## src/rtl/alu_control_unit_pkg.sv

```systemverilog
// Shared constants for the arithmetic_unit sequencer: opcodes, FSM states,
// control-line indices and the fixed iteration count.
package alu_control_unit_pkg;

  localparam logic [1:0] OP_ADD = 2'b00;
  localparam logic [1:0] OP_SUB = 2'b01;
  localparam logic [1:0] OP_MUL = 2'b10;
  localparam logic [1:0] OP_DIV = 2'b11;

  localparam int ITER  = 8;
  localparam int NCTRL = 11;

  localparam int C_LDQ     = 0;
  localparam int C_LDM     = 1;
  localparam int C_LDA     = 2;
  localparam int C_SUB     = 3;
  localparam int C_SHIFT   = 4;
  localparam int C_INC     = 5;
  localparam int C_SHIN    = 6;
  localparam int C_CLR     = 7;
  localparam int C_SET     = 8;
  localparam int C_RESTORE = 9;
  localparam int C_VALID   = 10;

  typedef enum logic [3:0] {
    IDLE      = 4'd0,
    LOAD_Q    = 4'd1,
    LOAD_M    = 4'd2,
    ADDSUB    = 4'd3,
    MUL_TEST  = 4'd4,
    MUL_SHIFT = 4'd5,
    DIV_SHIFT = 4'd6,
    DIV_SUB   = 4'd7,
    DIV_FIX   = 4'd8,
    DONE      = 4'd9
  } state_t;

endpackage

```

## src/rtl/alu_control_unit.sv

```systemverilog
// Sequencer that turns a start pulse and opcode into the c0..c10 strobes for
// add, sub, shift-add multiply and restoring divide on arithmetic_unit.
module alu_control_unit
  import alu_control_unit_pkg::*;
(
  input  logic             clk,
  input  logic             rst,
  input  logic             start,
  input  logic [1:0]       op,
  input  logic             q_lsb,
  input  logic             a_msb,
  input  logic             m_zero,
  input  logic             carry,
  output logic [NCTRL-1:0] ctrl,
  output logic             busy,
  output logic             done,
  output logic             err
);

  // Handshake: start is accepted only on a rising edge while busy is low;
  // busy then stays high through the one-cycle done pulse, and start seen
  // while busy is dropped rather than queued.

  state_t      state;
  state_t      state_next;
  logic [1:0]  op_q;
  logic [3:0]  cnt;
  logic        last_q;
  logic        carry_q;
  logic        err_q;
  logic        first_div;
  logic        final_inc;

  assign first_div = (cnt == 4'd0);
  assign final_inc = (cnt == 4'(ITER - 1));

  always_ff @(posedge clk or negedge rst) begin
    if (!rst) begin
      state   <= IDLE;
      op_q    <= OP_ADD;
      cnt     <= 4'd0;
      last_q  <= 1'b0;
      carry_q <= 1'b0;
      err_q   <= 1'b0;
    end else begin
      state <= state_next;
      if (state == IDLE && start) begin
        op_q  <= op;
        err_q <= 1'b0;
      end
      if (state == LOAD_M) begin
        cnt     <= 4'd0;
        last_q  <= 1'b0;
        carry_q <= 1'b0;
      end else if (ctrl[C_INC]) begin
        cnt <= cnt + 4'd1;
        if (final_inc) last_q <= 1'b1;
      end
      // Adder carry is captured with the A load so the right shift can feed it back in.
      if (state == MUL_TEST) carry_q <= q_lsb & carry;
      if (state == DIV_SHIFT && first_div && m_zero) err_q <= 1'b1;
    end
  end

  always_comb begin
    state_next = state;
    ctrl       = '0;
    unique case (state)
      IDLE: begin
        if (start) state_next = LOAD_Q;
      end
      LOAD_Q: begin
        ctrl[C_LDQ] = 1'b1;
        state_next  = LOAD_M;
      end
      LOAD_M: begin
        ctrl[C_LDM] = 1'b1;
        ctrl[C_CLR] = op_q[1];
        case (op_q)
          OP_ADD, OP_SUB: state_next = ADDSUB;
          OP_MUL:         state_next = MUL_TEST;
          default:        state_next = DIV_SHIFT;
        endcase
      end
      ADDSUB: begin
        ctrl[C_SUB] = op_q[0];
        state_next  = DONE;
      end
      MUL_TEST: begin
        ctrl[C_LDA] = q_lsb;
        state_next  = MUL_SHIFT;
      end
      MUL_SHIFT: begin
        ctrl[C_SHIFT] = 1'b1;
        ctrl[C_INC]   = 1'b1;
        ctrl[C_SHIN]  = carry_q;
        state_next    = final_inc ? DONE : MUL_TEST;
      end
      DIV_SHIFT: begin
        // A zero divisor is only checked before the first iteration starts.
        if (first_div && m_zero) begin
          state_next = DONE;
        end else begin
          ctrl[C_SHIFT] = 1'b1;
          state_next    = DIV_SUB;
        end
      end
      DIV_SUB: begin
        ctrl[C_LDA] = 1'b1;
        ctrl[C_SUB] = 1'b1;
        ctrl[C_INC] = 1'b1;
        state_next  = DIV_FIX;
      end
      DIV_FIX: begin
        if (a_msb) begin
          ctrl[C_LDA]     = 1'b1;
          ctrl[C_RESTORE] = 1'b1;
        end else begin
          ctrl[C_SET] = 1'b1;
        end
        state_next = last_q ? DONE : DIV_SHIFT;
      end
      DONE: begin
        ctrl[C_VALID] = 1'b1;
        state_next    = IDLE;
      end
      default: state_next = IDLE;
    endcase
  end

  assign busy = (state != IDLE);
  assign done = ctrl[C_VALID];
  assign err  = err_q;

endmodule

```

## config.mk

```make
export PLATFORM = sky130hd
export DESIGN_NAME = alu_control_unit
export DESIGN_NICKNAME = d
export VERILOG_FILES = /design/src/rtl/alu_control_unit_pkg.sv /design/src/rtl/alu_control_unit.sv
export SDC_FILE = /design/constraint.sdc
export NUM_CORES = 1
export LEC_CHECK = 0
export ABC_AREA = 1
export CORE_MARGIN = 3
export CORE_UTILIZATION = 42
export DETAILED_ROUTE_END_ITERATION = 16
export GPL_TIMING_DRIVEN = 1
export PLACE_DENSITY = 0.81
export SYNTH_ARGS = -nofsm -noshare
export SYNTH_HDL_FRONTEND = slang
export SYNTH_SLANG_ARGS = --single-unit
```

## constraint.sdc

```tcl
create_clock -name clk -period 1.02 [get_ports clk]
set_input_delay 0.102 -clock clk [delete_from_list [all_inputs] [get_ports clk]]
set_output_delay 0.102 -clock clk [all_outputs]
set_load 0.05 [all_outputs]
```

==> flow_metrics.py, run 1 <==
metrics = {
    "synthesis": {
        "synth_top_area_share_pct": 39.6,
        "ys_seq_area_share_pct": 39.6,
        "yosysWarnings": 0,
        "synth_edf_count": 0,
        "synth_seq_cells": 13,
        "yosysTopAreaCell": "dfrtp_1",
        "synth_fp_nets": 121,
        "yosys-top-cells-area": "dfrtp_1, nand2_1, inv_1, nand3_1, nor2_1",
        "syn_inst": 110,
        "netlist_area_sq_um": 822,
        "async_reset_ff_share_pct": 100,
        "avgSynthCellArea_sq_um": 7.47,
        "yosys.cell_types.count": 25,
        "synth_ff_type": "dfrtp_1",
    },
    "floorplanning": {
        "rows": 15,
        "io_pins": 23,
        "start_util_pct": 46.1,
        "chipWidth_um": 50.2,
        "die_height_um": 50.2,
    },
    "place": {
        "placedInstanceArea_sq_um": 1460,
        "portBuffers": 22,
        "routabilityCongestion": 0.838,
        "dp_hpwl_mm": 2.17,
    },
    "timing": {
        "worst-ep-kind": "top-level output",
        "grt_repair_worst_endpoint": "ctrl[2]",
    },
    "cts": {
        "cts.sinks": 13,
        "clock-root-buffer": "clkbuf_4",
        "numCtsBuffers": 3,
        "cts_max_level": 1,
        "clk_path_buf_depth": 2,
    },
    "outcome": {
        "error": "[ERROR DPL-0038] Utilization greater than 100%, impossible to legalize",
        "status": "aborted with a tool error",
        "stop_stage": "global routing",
    },
    "global_routing": {
        "grt_max_degree": 14,
    },
}
## repair_timing
action,in CTS
setup endpoints to repair,26
gates resized for setup,11
hold buffers,0
cloned,0
pin swaps,9
buffers inserted,12
## cells in the mapped netlist, types with 2 or more instances
library cell / count
nor2_4: 3
inv_2: 5
inv_1: 12
a21oi_1: 4
nor2_2: 3
nand4_1: 3
nor3_1: 2
nand3_1: 8
dfrtp_1: 13
o21ai_0: 2
o21ai_1: 5
nor2_1: 9
nand2_1: 26
nand2_2: 3
ha_1: 2
## through the flow
| stage | worst slack, ns | cells | hold slack [ns] | setup TNS, ns |
|---|---|---|---|---|
| floorplan | -0.501 | 110 | -0.194 | -4.40 |
| global placement | -0.221 | 176 | 0.423 | -3.41 |
| detailed placement | -0.331 | 176 | 0.423 | -4.59 |
| CTS | -0.604 | 192 | 0.126 | -10.81 |
## logic make-up after synthesis
| family | count (synthesis) | share of synthesized area (%) |
|---|---|---|
| flops | 13 | 39.6 |
| compound gates | 14 | 9.59 |
| buf+inv | 19 | 9.74 |
| fa+ha+maj | 2 | 3.04 |
| simple gates | 62 | 38.1 |
==> inputs of run 2 (changes only) <==
Settings changed: CORE_AREA set to 3 3 64 66, CORE_MARGIN 3 to not set, CORE_UTILIZATION 42 to not set, DIE_AREA set to 0 0 67 69, PLACE_DENSITY 0.81 to not set, PLACE_DENSITY_LB_ADDON set to 0.15.
Clock period 1.02 ns to 1.3 ns, I/O delays scaled along.
==> run 2 against run 1 <==
  * The flow now finishes, with violations (setup timing)
  * Synthesized cell count unchanged
  * Area after synthesis unchanged
==> flow_metrics.py, run 2 <==
metrics = {
    "synthesis": {
        "avgSynthCellArea_sq_um": 7.47,
        "synth_fp_nets": 121,
        "syn_inst": 110,
        "synth_top_area_share_pct": 39.6,
        "synth_ff_type": "dfrtp_1",
        "netlist_area_sq_um": 822,
        "synth_edf_count": 0,
        "synth.most_common_cell": "nand2_1",
        "yosys.cell_types.count": 25,
        "yosys-top-cells-area": "dfrtp_1, nand2_1, inv_1, nand3_1, nor2_1",
        "yosysWarnings": 0,
        "async_reset_ff_share_pct": 100,
        "synth_seq_cells": 13,
        "ys_seq_area_share_pct": 39.6,
        "yosysTopAreaCell": "dfrtp_1",
        "synth_commonest_cells": "nand2_1, dfrtp_1, inv_1",
    },
    "layout": {
        "syn2layout_area_growth_pct": 106,
        "mostFrequentLayoutCells": "buf_4, nand2_1, buf_12, nand2_2, dfrtp_1",
        "final_nets": 177,
        "layout_commonest_cell": "buf_4",
        "reg_top3": "cnt (4), state (4), op_q (2)",
        "num_antenna_cells": 0,
        "drive_gt1_share_pct": 57.0,
        "final_area_sq_um": 1700,
    },
    "floorplanning": {
        "chipWidth_um": 67,
        "die-area_sq_um": 4620,
        "die_height_um": 69,
        "design.core.area_sq_um": 3630,
        "rows": 22,
        "io_pins": 23,
        "start_util_pct": 22.6,
    },
    "run": {
        "maxCapViolCount": 0,
    },
    "setup_path": {
        "cp_top_family": "simple AND/OR/NAND/NOR gates",
        "cp.arrival_ns": 1.45,
        "worst_setup_path_end_kind": "primary output",
        "path_cells": "buf_12, nor2_4, nand3_4, nor2_4, buf_12",
        "cp-start-kind": "flip-flop",
        "timing_worst_setup_path_type": "reg2out",
        "crit_required_ns": 1.17,
        "critPathSlowestCell": "dfrtp_2",
        "worstPathMaxFanout": 5,
        "regToRegSetupSlack_ns": -0.21,
        "critPathBufInv": 2,
        "slowest_delay_ns": 0.46,
    },
    "timing": {
        "finalClockSkew_ns": 0.00163,
        "worst_pin_slew_ns": 0.264,
        "hold_viol": 0,
        "finalSetupViolCount": 22,
        "drv_slew": 0,
        "fmax_mhz": 632,
        "relSlewSlack_pct": 82.3,
        "period_needed_ns": 1.58,
        "rsz0062_at_grt": "true",
        "setup_ws_ns": -0.283,
        "fin_crit_sh_pct": 122,
    },
    "power_and_ir_drop": {
        "p_leak_uw": 0.000769,
        "switching_share_pct": 46.8,
        "p_switching_uw": 1910,
        "p_per_area_nw_per_um2": 2410,
        "internal_power_uw": 2170,
        "seqPwrFrac_pct": 18.1,
        "power_frac_clock_pct": 9.3,
        "combPwrFrac_pct": 72.7,
        "peakVddDrop_mv": 0.807,
    },
    "route": {
        "dr.pass1.iters": 4,
        "drcViolationCount": 0,
        "ant_nets": 0,
        "drt-vias-per-instance": 4.31,
        "drtIter0Drc": 27,
        "vias": 917,
        "routed_wl_mm": 2.62,
        "wl_per_cell_um": 12.3,
    },
    "hold_path": {
        "hold_path.class": "in2async",
    },
    "outcome": {
        "violations": "setup timing",
        "status": "finished with violations",
    },
    "global_routing": {
        "grt_pass1_wl_mm": 4.53,
        "grt_pass1_vias": 980,
        "grt_max_degree": 14,
        "grt.overflow.total": 0,
        "grt.total_usage_pct": 12.6,
        "antenna_found_initial": 0,
    },
    "cts": {
        "clk_pin_slew_ns": 0.06,
        "cts.sinks": 13,
        "clk_path_buf_depth": 2,
        "postCtsHoldBufs": 0,
        "cts_tree": "yes",
        "clk_latency_ns": 0.25,
        "cts_max_level": 1,
        "clock-root-buffer": "clkbuf_8",
        "numCtsBuffers": 3,
    },
    "place": {
        "routabilityCongestion": 0.807,
        "placedInstanceArea_sq_um": 1350,
        "dp_slack_ns": -0.0503,
        "portBuffers": 22,
        "dp_hpwl_mm": 1.89,
    },
}
-- run 2: cell counts after synthesis --
No cell type changed its count.
-- run 2: layout make-up --
| class | instances | area [sq um] |
|---|---|---|
| multi-input combinational | 78 | 547 |
| tap | 48 | 60.1 |
| fill | 343 | 1940 |
| sequential | 13 | 330 |
| inverter | 18 | 86.3 |
| timing repair buffer | 52 | 628 |
| clock buffer | 4 | 45.0 |
-- run 2: worst paths after layout --
path | from | end | depth (start not counted)
min | rst | state[3] | 2
min reg2reg | op_q[0] | state[1] | 2
max | state[2] | ctrl[7] | 5
max in group asynchronous | rst | state[2] | 2
min in group clk | carry | carry_q | 3
max reg2reg | state[2] | state[2] | 8
-- run 2: metrics by stage --
| stage | hold WS, ns | TNS [ns] | util (%) | total power, uW | cells |
|---|---|---|---|---|---|
| after floorplan | -0.166 | -0.659 | - | 2020 | 110 |
| after global placement | 0.456 | 0 | 37.2 | 2960 | 189 |
| after detailed placement | 0.462 | -0.0503 | 37.2 | 2970 | 189 |
| after CTS | 0.198 | -3.39 | 45.3 | 3960 | 212 |
| after global routing | 0.211 | -5.07 | 46.7 | 4330 | 213 |
| final | 0.188 | -3.81 | 46.7 | 4090 | 213 |
-- run 2: cell families (layout without fill, tap and decap cells) --
kind of cell / after synthesis / after routing / share of synthesized area (%)
flops: 13 / 13 / 39.6
compound gates: 14 / 14 / 9.59
simple gates: 62 / 62 / 38.1
fa+ha+maj: 2 / 2 / 3.04
buf+inv: 19 / 74 / 9.74
-- run 2: power by group through the flow --
stage	Combinational, uW	Sequential (uW)	Clock (uW)
2_1_floorplan	1230	784	0
3_3_place_gp	2210	747	0
3_5_place_dp	2220	752	0
4_1_cts	2860	715	379
5_1_grt	3180	752	403
6_report	2970	740	378
-- run 2: metal layers --
metal  routed length (um)  global-route usage, %  part of all wire [%]  up-vias
met5                    0                      0                     0        -
li1                     -                      -                     -      465
met4                   85                   6.98                   3.2        0
met2                 1320                   20.6                    50       26
met1                 1120                   15.1                    43      418
met3                   94                   2.44                   3.6        8
-- run 2: repair_timing --
action                     CTS  global route
resized for setup           24            18
cloned                       0             0
buffers inserted            19             2
setup endpoints to repair   13            25
pin swaps                    7             6
hold endpoints to repair     0             0
-- run 2: worst register-to-register path: cells and delay by family (launching register included) --
family | cells | cell delay, ns
AOI/OAI and AO/OA | 1 | 0.12
buffers and inverters | 3 | 0.43
DFF | 1 | 0.46
and+or+nand+nor | 4 | 0.44
(Power assumes the default switching activity.)
